## src/rtl/if_id_latch.sv

```systemverilog
`default_nettype none
// ============================================================================
// Module      : if_id_latch
// Description : IF/ID pipeline boundary buffer. Two-entry in-order FIFO that
//               carries {next-PC, instruction} from fetch to decode over
//               valid/ready handshakes, with a flush that drops all entries.
//               Optional statistics counters are built when the macro
//               IFID_STATS_EN is defined.
// Revision    : 1.0 - initial release
// ============================================================================
module if_id_latch #(
    parameter int WIDTH = 32
) (
    input  logic             clk,
    input  logic             rst,
    input  logic             flush,
    input  logic             in_valid,
    output logic             in_ready,
    input  logic [WIDTH-1:0] in_npc,
    input  logic [WIDTH-1:0] in_instr,
    output logic             out_valid,
    input  logic             out_ready,
    output logic [WIDTH-1:0] out_npc,
    output logic [WIDTH-1:0] out_instr,
`ifdef IFID_STATS_EN
    output logic [31:0]      stall_cnt,
    output logic [15:0]      flush_cnt,
`endif
    output logic [1:0]       occupancy
);

    localparam logic [1:0] c_depth = 2'd2;

    logic [WIDTH-1:0] r_npcMem   [2];
    logic [WIDTH-1:0] r_instrMem [2];
    logic             r_rdPtr;
    logic             r_wrPtr;
    logic [1:0]       r_count;

    logic             w_push;
    logic             w_pop;

    // Handshake qualifiers; ready depends only on registered state, never on out_ready
    always_comb begin
        in_ready  = !rst && (r_count < c_depth);
        out_valid = (r_count != 2'd0);
        w_push    = in_valid && in_ready && !flush;
        w_pop     = out_valid && out_ready && !flush;
        occupancy = r_count;
        out_npc   = out_valid ? r_npcMem[r_rdPtr]   : '0;
        out_instr = out_valid ? r_instrMem[r_rdPtr] : '0;
    end

    // Storage, pointers and occupancy; flush resets bookkeeping but leaves stale data unread
    always_ff @(posedge clk) begin
        if (rst) begin
            r_npcMem[0]   <= '0;
            r_npcMem[1]   <= '0;
            r_instrMem[0] <= '0;
            r_instrMem[1] <= '0;
            r_rdPtr       <= 1'b0;
            r_wrPtr       <= 1'b0;
            r_count       <= 2'd0;
        end else if (flush) begin
            r_rdPtr       <= 1'b0;
            r_wrPtr       <= 1'b0;
            r_count       <= 2'd0;
        end else begin
            if (w_push) begin
                r_npcMem[r_wrPtr]   <= in_npc;
                r_instrMem[r_wrPtr] <= in_instr;
                r_wrPtr             <= ~r_wrPtr;
            end
            if (w_pop) begin
                r_rdPtr <= ~r_rdPtr;
            end
            case ({w_push, w_pop})
                2'b10:   r_count <= r_count + 2'd1;
                2'b01:   r_count <= r_count - 2'd1;
                default: r_count <= r_count;
            endcase
        end
    end

`ifdef IFID_STATS_EN
    // Saturating stall and flush counters, cleared only by reset
    always_ff @(posedge clk) begin
        if (rst) begin
            stall_cnt <= '0;
            flush_cnt <= '0;
        end else begin
            if (out_valid && !out_ready && !flush && (stall_cnt != '1)) begin
                stall_cnt <= stall_cnt + 32'd1;
            end
            if (flush && (r_count != 2'd0) && (flush_cnt != '1)) begin
                flush_cnt <= flush_cnt + 16'd1;
            end
        end
    end
`endif

endmodule
`default_nettype wire

```

## config.mk

```make
export PLATFORM = sky130hd
export DESIGN_NAME = if_id_latch
export DESIGN_NICKNAME = d
export VERILOG_FILES = /design/src/rtl/if_id_latch.sv
export SDC_FILE = /design/constraint.sdc
export NUM_CORES = 1
export LEC_CHECK = 0
export ABC_CLOCK_PERIOD_IN_PS = 3000
export CORE_MARGIN = 2
export CORE_UTILIZATION = 40
export DETAILED_ROUTE_END_ITERATION = 16
export GPL_ROUTABILITY_DRIVEN = 0
export PLACE_DENSITY = 0.62
export SYNTH_ARGS = -nofsm -noshare
export SYNTH_HDL_FRONTEND = slang
export SYNTH_SLANG_ARGS = --single-unit
```

## constraint.sdc

```tcl
create_clock -name clk -period 3 [get_ports clk]
set_input_delay 0.75 -clock clk [delete_from_list [all_inputs] [get_ports clk]]
set_output_delay 0.75 -clock clk [all_outputs]
set_load 0.05 [all_outputs]
```

# Yosys cells after proc, flatten, opt, wreduce, memory -nomap -nowiden
# Memories as Yosys holds them, arrays and structs flattened. A register that Yosys moved wholly into a read port is not among the register bits.
# Index checks and enable logic that the tools add are counted.
dict set report word_totals {
  ff_bits 4
  ramBits 128
  input_bits 69
  output_inout_bits 68
  wordCells 43
  mem_count 2
}
dict set report op_classes {
  n_addsub 2
  n_lt_le_gt_ge 1
  eq_ne 2
  n_mux 19
  bitwise 2
  reduce_logical 12
}
# memory words word_bits rd rd_ports_with_merged_regs write_ports line
set mem_list {}
lappend mem_list {r_instrMem 2 32 1 1 2 35} ;# logic [WIDTH-1:0] r_instrMem [2];
lappend mem_list {r_npcMem 2 32 1 1 2 34} ;# logic [WIDTH-1:0] r_npcMem [2];
# cell count
set ops {}
lappend ops {{32-bit two-way mux} 4}
lappend ops {{32-bit OR reduction} 2}
lappend ops {{1-bit two-way mux} 14}
lappend ops {{1-bit logical AND} 5}
lappend ops {{2-bit one-hot mux with 2 select lines} 1}
lappend ops {{2-bit nonzero test} 2}
lappend ops {{2-bit by 1-bit adder with 2-bit output (second input constant)} 1}
lappend ops {{2-bit by 1-bit equality test with 1-bit output (second input constant)} 1}
lappend ops {{2-bit equality test (second input constant)} 1}
lappend ops {{1-bit logical NOT} 2}
lappend ops {{2-bit < comparator (second input constant)} 1}
lappend ops {{1-bit inverter} 2}
lappend ops {{2-bit OR reduction} 1}
lappend ops {{2-bit by 1-bit subtractor with 2-bit output (second input constant)} 1}

# Longest topological paths before layout
# Gate-level depths: netlist of the first run.
dict set report depth {
  word_depth 10
  ltp_mapped 7
  ltp_nobuf 6
}

# Worst setup path after synthesis of the first run
# No wires, ideal clock.
dict set report synth_timing {
  path_kind {reg-to-reg}
  startpoint {reg r_count[1], in the netlist occupancy[1]}
  endpoint {mem r_instrMem[1][0] (enable)}
  setup_time_ns 0.421
  arrival_ns 2.314
  required_time_ns 2.579
  setup_slack_ns 0.266
  stages_incl_launch_ff 4
  path_buffers 1
  synth_period_minus_slack_ns 2.734
  path_cell_list {dfxtp_1 -> nor2b_1 -> clkbuf_1 -> a21o_1}
}
# item line
set synth_rtl {}
lappend synth_rtl {{start: declaration} 38} ;# logic [1:0] r_count;
lappend synth_rtl {{start signal: assignment} 78} ;# 2'b10: r_count <= r_count + 2'd1;
lappend synth_rtl {{start signal: assignment} 79} ;# 2'b01: r_count <= r_count - 2'd1;
lappend synth_rtl {{start signal: assignment} 80} ;# default: r_count <= r_count;
lappend synth_rtl {{end: declaration} 35}

# Worst setup path after layout of the first run
dict set report layout_timing {
  startpoint {reg r_count[1], in the netlist occupancy[1]}
  endpoint {out out_npc[4]}
}
dict set report layout_via {
  elab_chain_cells 2
}
# item line
set layout_lines {}
lappend layout_lines {{2-bit nonzero test} 46} ;# out_valid = (r_count != 2'd0);
lappend layout_lines {{32-bit two-way mux} 50} ;# out_npc = out_valid ? r_npcMem[r_rdPtr] : '0;
lappend layout_lines {{end: declaration} 23} ;# output logic [WIDTH-1:0] out_npc,
# No other way between the ends.

==> results.py, run 1 <==
metrics = {
    "run_status": {
        "status": "finished, final reports clean",
    },
    "logic_synthesis": {
        "syn_area_mm2": 0.00608,
        "syn_nets": 528,
        "ys_seq_area_share_pct": 64.8,
        "ys_ff_latch": 133,
        "yosysWarnings": 0,
        "synthCells": 458,
        "synth.avg_cell_area_um2": 13.3,
        "ys_types": 25,
    },
    "run": {
        "max-cap-violations": 0,
    },
    "cts": {
        "htree_levels": 4,
        "cts.sinks": 133,
        "insertion_delay_ps": 410,
        "numCtsBuffers": 17,
        "cts_setup_buffers": 0,
        "clk_pin_slew_worst_paths_ps": 60,
        "cts_root_buf": "clkbuf_16",
        "cts_tree": "done",
        "clock_path_buffers": 2,
    },
    "cells_and_area": {
        "design_area_mm2": 0.00816,
        "nets": 654,
        "finalNonFillerCells": 784,
        "areaGrowthSynthToFinish_pct": 34.1,
        "final_util_pct": 54.3,
        "diodes": 0,
        "final_layout_size_suffix_gt1_share_pct": 10.1,
    },
    "worst_hold_path": {
        "holdCritPathClass": "flop to flop",
        "hold_path.startpoint": "r_rdPtr$_SDFFE_PP0P_",
        "whs_path_depth": 2,
    },
    "route": {
        "drc_errors": 0,
        "drt_iter0_markers": 224,
        "wl_per_cell_um": 17.4,
        "viasPerCell": 5.15,
        "vias": 4037,
        "first_pass_iters": 4,
        "ant_nets": 0,
        "drt-total-wl_um": 13700,
    },
    "critical_path": {
        "r2r-end": "r_instrMem[0][28]$_SDFFCE_PN0P_",
        "crit_path_max_incr_delay_ps": 600,
        "required_ps": 2250,
        "r2r-start": "occupancy[1]$_SDFFE_PP0P_",
        "cp_cell_sequence": "nor2_4 > buf_4 > nor2_1 > dlygate4sd2_1",
        "worstPathArrival_ps": 2150,
        "path_buf_inv": 2,
        "start_kind": "flop",
        "critical_path.endpoint_type": "output pin",
        "r2r_cells": 4,
        "critPathTopFamily": "buffers and inverters",
        "path_max_fanout": 32,
        "critPathKind": "flop to output pin",
        "slowest_stage": "dfxtp_1",
        "r2r_setup_slack_ps": 1050,
    },
    "power_and_ir_drop": {
        "peakVddDrop_uv": 322,
        "powerDensity_mw_per_mm2": 575,
        "p_leak_uw": 0.00356,
    },
    "timing": {
        "fmaxAchievable_ghz": 0.345,
        "tns_ps": 0,
        "fin_worst_skew_ps": 11.0,
        "fin_crit_sh_pct": 96.6,
        "report.final.slew_viol_count": 0,
        "finalSetupViolCount": 0,
        "slew_headroom_pct": 56.5,
        "hold_viol": 0,
        "worst_pin_slew_ps": 653,
        "period_needed_ps": 2900,
        "final.setup.worst_slack_ps": 103,
        "rsz0062_at_grt": "no",
    },
    "placed_design": {
        "placed_cells": 753,
        "port_buffers": 136,
        "place_ws_ps": 272,
        "dp_hpwl_um": 8180,
        "post_dp_cell_area_mm2": 0.00761,
    },
    "global_routing": {
        "grt_usage_pct": 17.3,
        "grt_pass1_wl_um": 21800,
        "grt_overflow": 0,
        "antenna_found_initial": 0,
        "grt_max_degree": 66,
        "grt_pass1_vias": 4300,
    },
    "floorplanning": {
        "die_w_um": 127,
        "die-area_mm2": 0.0162,
        "initial_core_util_pct": 40.5,
        "boundaryPins": 137,
        "core_mm2": 0.0150,
        "die_height_um": 127,
        "rows": 45,
    },
}
what timing repair did:
item / 4_1_cts / 5_1_grt
setup endpoints to repair: 55 / 2
resized for setup: 55 / 2
hold buffers: 0 / 0
flip-flops by register name (all words and copies together) (netlist names), named ones only:
register / flops
r_instrMem: 64
r_npcMem: 64
occupancy: 2
r_rdPtr: 1
r_wrPtr: 1
routing by layer:
layer / track usage (%) / share of wire [%] / wire, um / up-vias
li1: - / - / - / 1939
met5: 0 / 0 / 0 / -
met1: 23.6 / 47 / 6370 / 1950
met4: 5.17 / 0.96 / 131 / 0
met2: 27.7 / 47 / 6360 / 136
met3: 4.36 / 5.9 / 802 / 12
area by class of cell:
class	count	area (um2)
Clock buffer	18	429
Clock inverter	13	184
Fill cell	1291	6870
Inverter	1	3.75
Multi-Input combinational cell	281	1880
Sequential cell	133	3950
Tap cell	188	235
Timing Repair Buffer	150	1480
stage by stage:
stage / total power [uW] / hold slack, ps
floorplan: 2400 / 520
global placement: 2580 / 539
detailed placement: 2590 / 542
CTS: 4730 / 559
global route: 4830 / 616
finish: 4690 / 554
Yosys cell counts:
master    instances  area [um2]
nor2_2            1        6.26
nor3_1            4        20.0
mux2i_1          64         641
xor2_1            2        17.5
buf_2            16        80.1
nor2b_1           2        12.5
clkbuf_1         11        41.3
or3_1             1        6.26
buf_4             1        7.51
clkbuf_2          1        5.00
o21ai_0           2        10.0
nor2_1           68         255
inv_1             1        3.75
dfxtp_1           5         100
and3_1          128         801
a21o_1            2        15.0
xnor2_1           2        17.5
a21boi_0          1        7.51
and2b_1           1        7.51
and2_4            1        8.76
edfxtp_1        128        3840
ha_1              1        12.5
buf_6            13         146
nand2_1           1        3.75
buf_8             1        15.0
worst register-to-register path, stage by stage (launching register included):
cell,delay (ps)
dfxtp_1,450
nor2_4,150
buf_4,540
a21o_4,260
buf_12,220
how the worst max path moves through the flow:
| stage | end | cells after the start | slack, ps | startpoint |
|---|---|---|---|---|
| after detailed placement | out_npc[11] | 4 | 270 | occupancy[1]$_SDFFE_PP0P_ |
| final | out_npc[4] | 4 | 100 | occupancy[1]$_SDFFE_PP0P_ |
| after global placement | out_npc[11] | 4 | 280 | occupancy[1]$_SDFFE_PP0P_ |
| after CTS | out_npc[14] | 4 | 70 | flop |
| after floorplan | r_instrMem[1][0]$_SDFFCE_PN0P_ | 3 | 270 | occupancy[1]$_SDFFE_PP0P_ |
| after global routing | out_npc[4] | 4 | 4 | occupancy[1]$_SDFFE_PP0P_ |
kinds of logic (layout without fill, tap and decap cells):
logic type	after synthesis	count (layout)	synth area share [%]
XOR/XNOR	4	4	0.576
AO/OA/AOI/OAI	5	5	0.535
adder cells (fa/ha/maj)	1	1	0.206
multiplexers	64	64	10.5
buffers and inverters	44	182	4.91
AND/OR/NAND/NOR	207	207	18.4
flip-flops	133	133	64.8
power by group:
group	internal, uW	switching (uW)	total (uW)
sequential	2140	26.3	2160
clock	1380	770	2150
combinational	163	212	376
layout by cell type (no fill, tap or decap), types with 2 or more instances in the layout:
master,synthesis,final
nor3_1,4,4
clkdlybuf4s50_1,0,72
xor2_1,2,2
mux2i_1,64,64
buf_12,0,8
clkinv_2,0,3
clkinv_4,0,3
a21o_4,0,2
bufinv_16,0,4
o21ai_0,2,2
edfxtp_1,128,128
and3_1,128,128
dfxtp_1,5,4
clkinvlp_4,0,3
xnor2_1,2,2
clkbuf_16,0,17
buf_4,1,14
nor2_1,68,66
dlygate4sd2_1,0,54
nor2_4,0,2
(Power assumes the default switching activity.)
==> run 2, diff against run 1 <==
RECOVER_POWER = 100   (was default)
==> run 2 against run 1 <==
  * Clock skew is 0.72 ps lower
  * Worst setup slack worse by 5.3 ps
  * Die area unchanged
  * Clock power hardly changed
==> results.py, run 2 (same netlist as run 1, synthesis figures left out) <==
metrics = {
    "run_status": {
        "status": "finished, final reports clean",
    },
    "timing": {
        "rsz0062_at_grt": "no",
        "fin_worst_skew_ps": 10.3,
        "fmaxAchievable_ghz": 0.345,
        "period_needed_ps": 2900,
        "slew_headroom_pct": 37.6,
        "fin_crit_sh_pct": 96.7,
        "hold_viol": 0,
        "finalSetupViolCount": 0,
        "report.final.slew_viol_count": 0,
        "tns_ps": 0,
        "worst_pin_slew_ps": 936,
    },
    "critical_path": {
        "startpoint": "occupancy[1]$_SDFFE_PP0P_",
        "worstPathArrival_ps": 2150,
        "r2r-start": "occupancy[1]$_SDFFE_PP0P_",
        "r2r_setup_slack_ps": 540,
        "start_kind": "flop",
        "r2r-end": "r_instrMem[0][20]$_SDFFCE_PN0P_",
        "critical_path.endpoint_type": "output pin",
        "required_ps": 2250,
        "r2r_cells": 4,
        "path_max_fanout": 32,
        "critPathKind": "flop to output pin",
        "critPathCapture": "out_npc[4]",
    },
    "power_and_ir_drop": {
        "powerDensity_mw_per_mm2": 581,
        "p_clk_share_pct": 46.1,
        "p_leak_uw": 0.00351,
        "intPower_uw": 3670,
        "p_switching_uw": 1010,
        "pwr-share-comb_pct": 7.6,
        "switching_share_pct": 21.5,
        "power_frac_seq_pct": 46.3,
        "peakVddDrop_uv": 342,
    },
    "route": {
        "first_pass_iters": 5,
        "wl_per_cell_um": 17.4,
        "vias": 4040,
        "drc_errors": 0,
        "drt_iter0_markers": 233,
        "drt-total-wl_um": 13700,
        "ant_nets": 0,
        "viasPerCell": 5.15,
    },
    "cts": {
        "htree_levels": 4,
        "cts-resized-gates": 55,
        "numCtsBuffers": 17,
        "cts_tree": "done",
        "clock_path_buffers": 2,
        "ctsHoldBuffers": 0,
        "cts_setup_buffers": 0,
        "insertion_delay_ps": 410,
        "cts.sinks": 133,
        "clk_pin_slew_worst_paths_ps": 60,
        "cts_root_buf": "clkbuf_16",
    },
    "run": {
        "max-cap-violations": 0,
    },
    "cells_and_area": {
        "diodes": 0,
        "nets": 654,
        "n_fill_cell": 1310,
        "multiInputGateArea_mm2": 0.00187,
        "areaGrowthSynthToFinish_pct": 32.3,
        "final_layout_size_suffix_gt1_share_pct": 9.56,
        "final_util_pct": 53.5,
        "final-seq-area_mm2": 0.00395,
        "final_cell_mix": "and3_1 (128), edfxtp_1 (128), nor2_1 (66), clkdlybuf4s50_1 (66), mux2i_1 (64)",
    },
    "global_routing": {
        "grt_usage_pct": 17.3,
        "grt_pass1_wl_um": 21800,
        "grt_overflow": 0,
        "grt_max_degree": 66,
        "antenna_found_initial": 0,
        "grt_pass1_vias": 4300,
    },
    "placed_design": {
        "port_buffers": 136,
        "dp_hpwl_um": 8180,
    },
    "floorplanning": {
        "core_mm2": 0.0150,
        "die_height_um": 127,
        "rows": 45,
        "boundaryPins": 137,
        "die_w_um": 127,
        "initial_core_util_pct": 40.5,
        "die-area_mm2": 0.0162,
    },
    "worst_hold_path": {
        "holdCritPathClass": "flop to flop",
    },
}
[run 2: critical path, cell delays in order (launching register included)]
cell and delay (ps):
dfxtp_1 600, nor2_4 100, buf_4 270, nor2_1 210, dlygate4sd2_1 550
[run 2: final cells by class]
cell class                 instances  area share, %
clock buffer                      18           5.33
clock inverter                    13           2.28
inverter                           1         0.0466
multi-input combinational        281           23.2
sequential                       133           49.0
tap                              188           2.92
timing repair buffer             150           17.1
[run 2: metrics by stage]
step           std cells  cell area (um2)  power (uW)  hold slack [ps]  worst slack (ps)
6_report             784             8050        4680              554              97.8
5_1_grt              784             8050        4820              616              7.59
4_1_cts              784             8160        4730              559              73.3
3_5_place_dp         753             7610        2590              542               272
3_3_place_gp         753             7610        2580              539               282
2_1_floorplan        458             6080        2400              520               266
[run 2: power by group through the flow]
stage	Sequential (uW)	Clock, uW	Combinational, uW
floorplan	2200	0	197
global placement	2200	0	380
detailed placement	2200	0	386
CTS	2170	2190	380
global route	2180	2250	387
finish	2170	2150	356
[run 2: worst min-delay path by stage]
stage                                     from                    to  slack, ps  cells after the start
after floorplan           r_rdPtr$_SDFFE_PP0P_                  flop        520                      2
after global placement    r_rdPtr$_SDFFE_PP0P_  r_rdPtr$_SDFFE_PP0P_        540                      2
after detailed placement  r_rdPtr$_SDFFE_PP0P_                  flop        540                      2
after CTS                 r_rdPtr$_SDFFE_PP0P_                  flop        560                      2
after global routing      r_rdPtr$_SDFFE_PP0P_                  flop        620                      2
final                     r_rdPtr$_SDFFE_PP0P_                  flop        550                      2
[run 2: metal layers]
layer	share of wire, %	up-vias	track usage, %
met5	0	-	0
met4	1.0	0	5.17
met3	5.3	14	4.36
met2	47	120	27.7
met1	47	1960	23.6
li1	-	1946	-
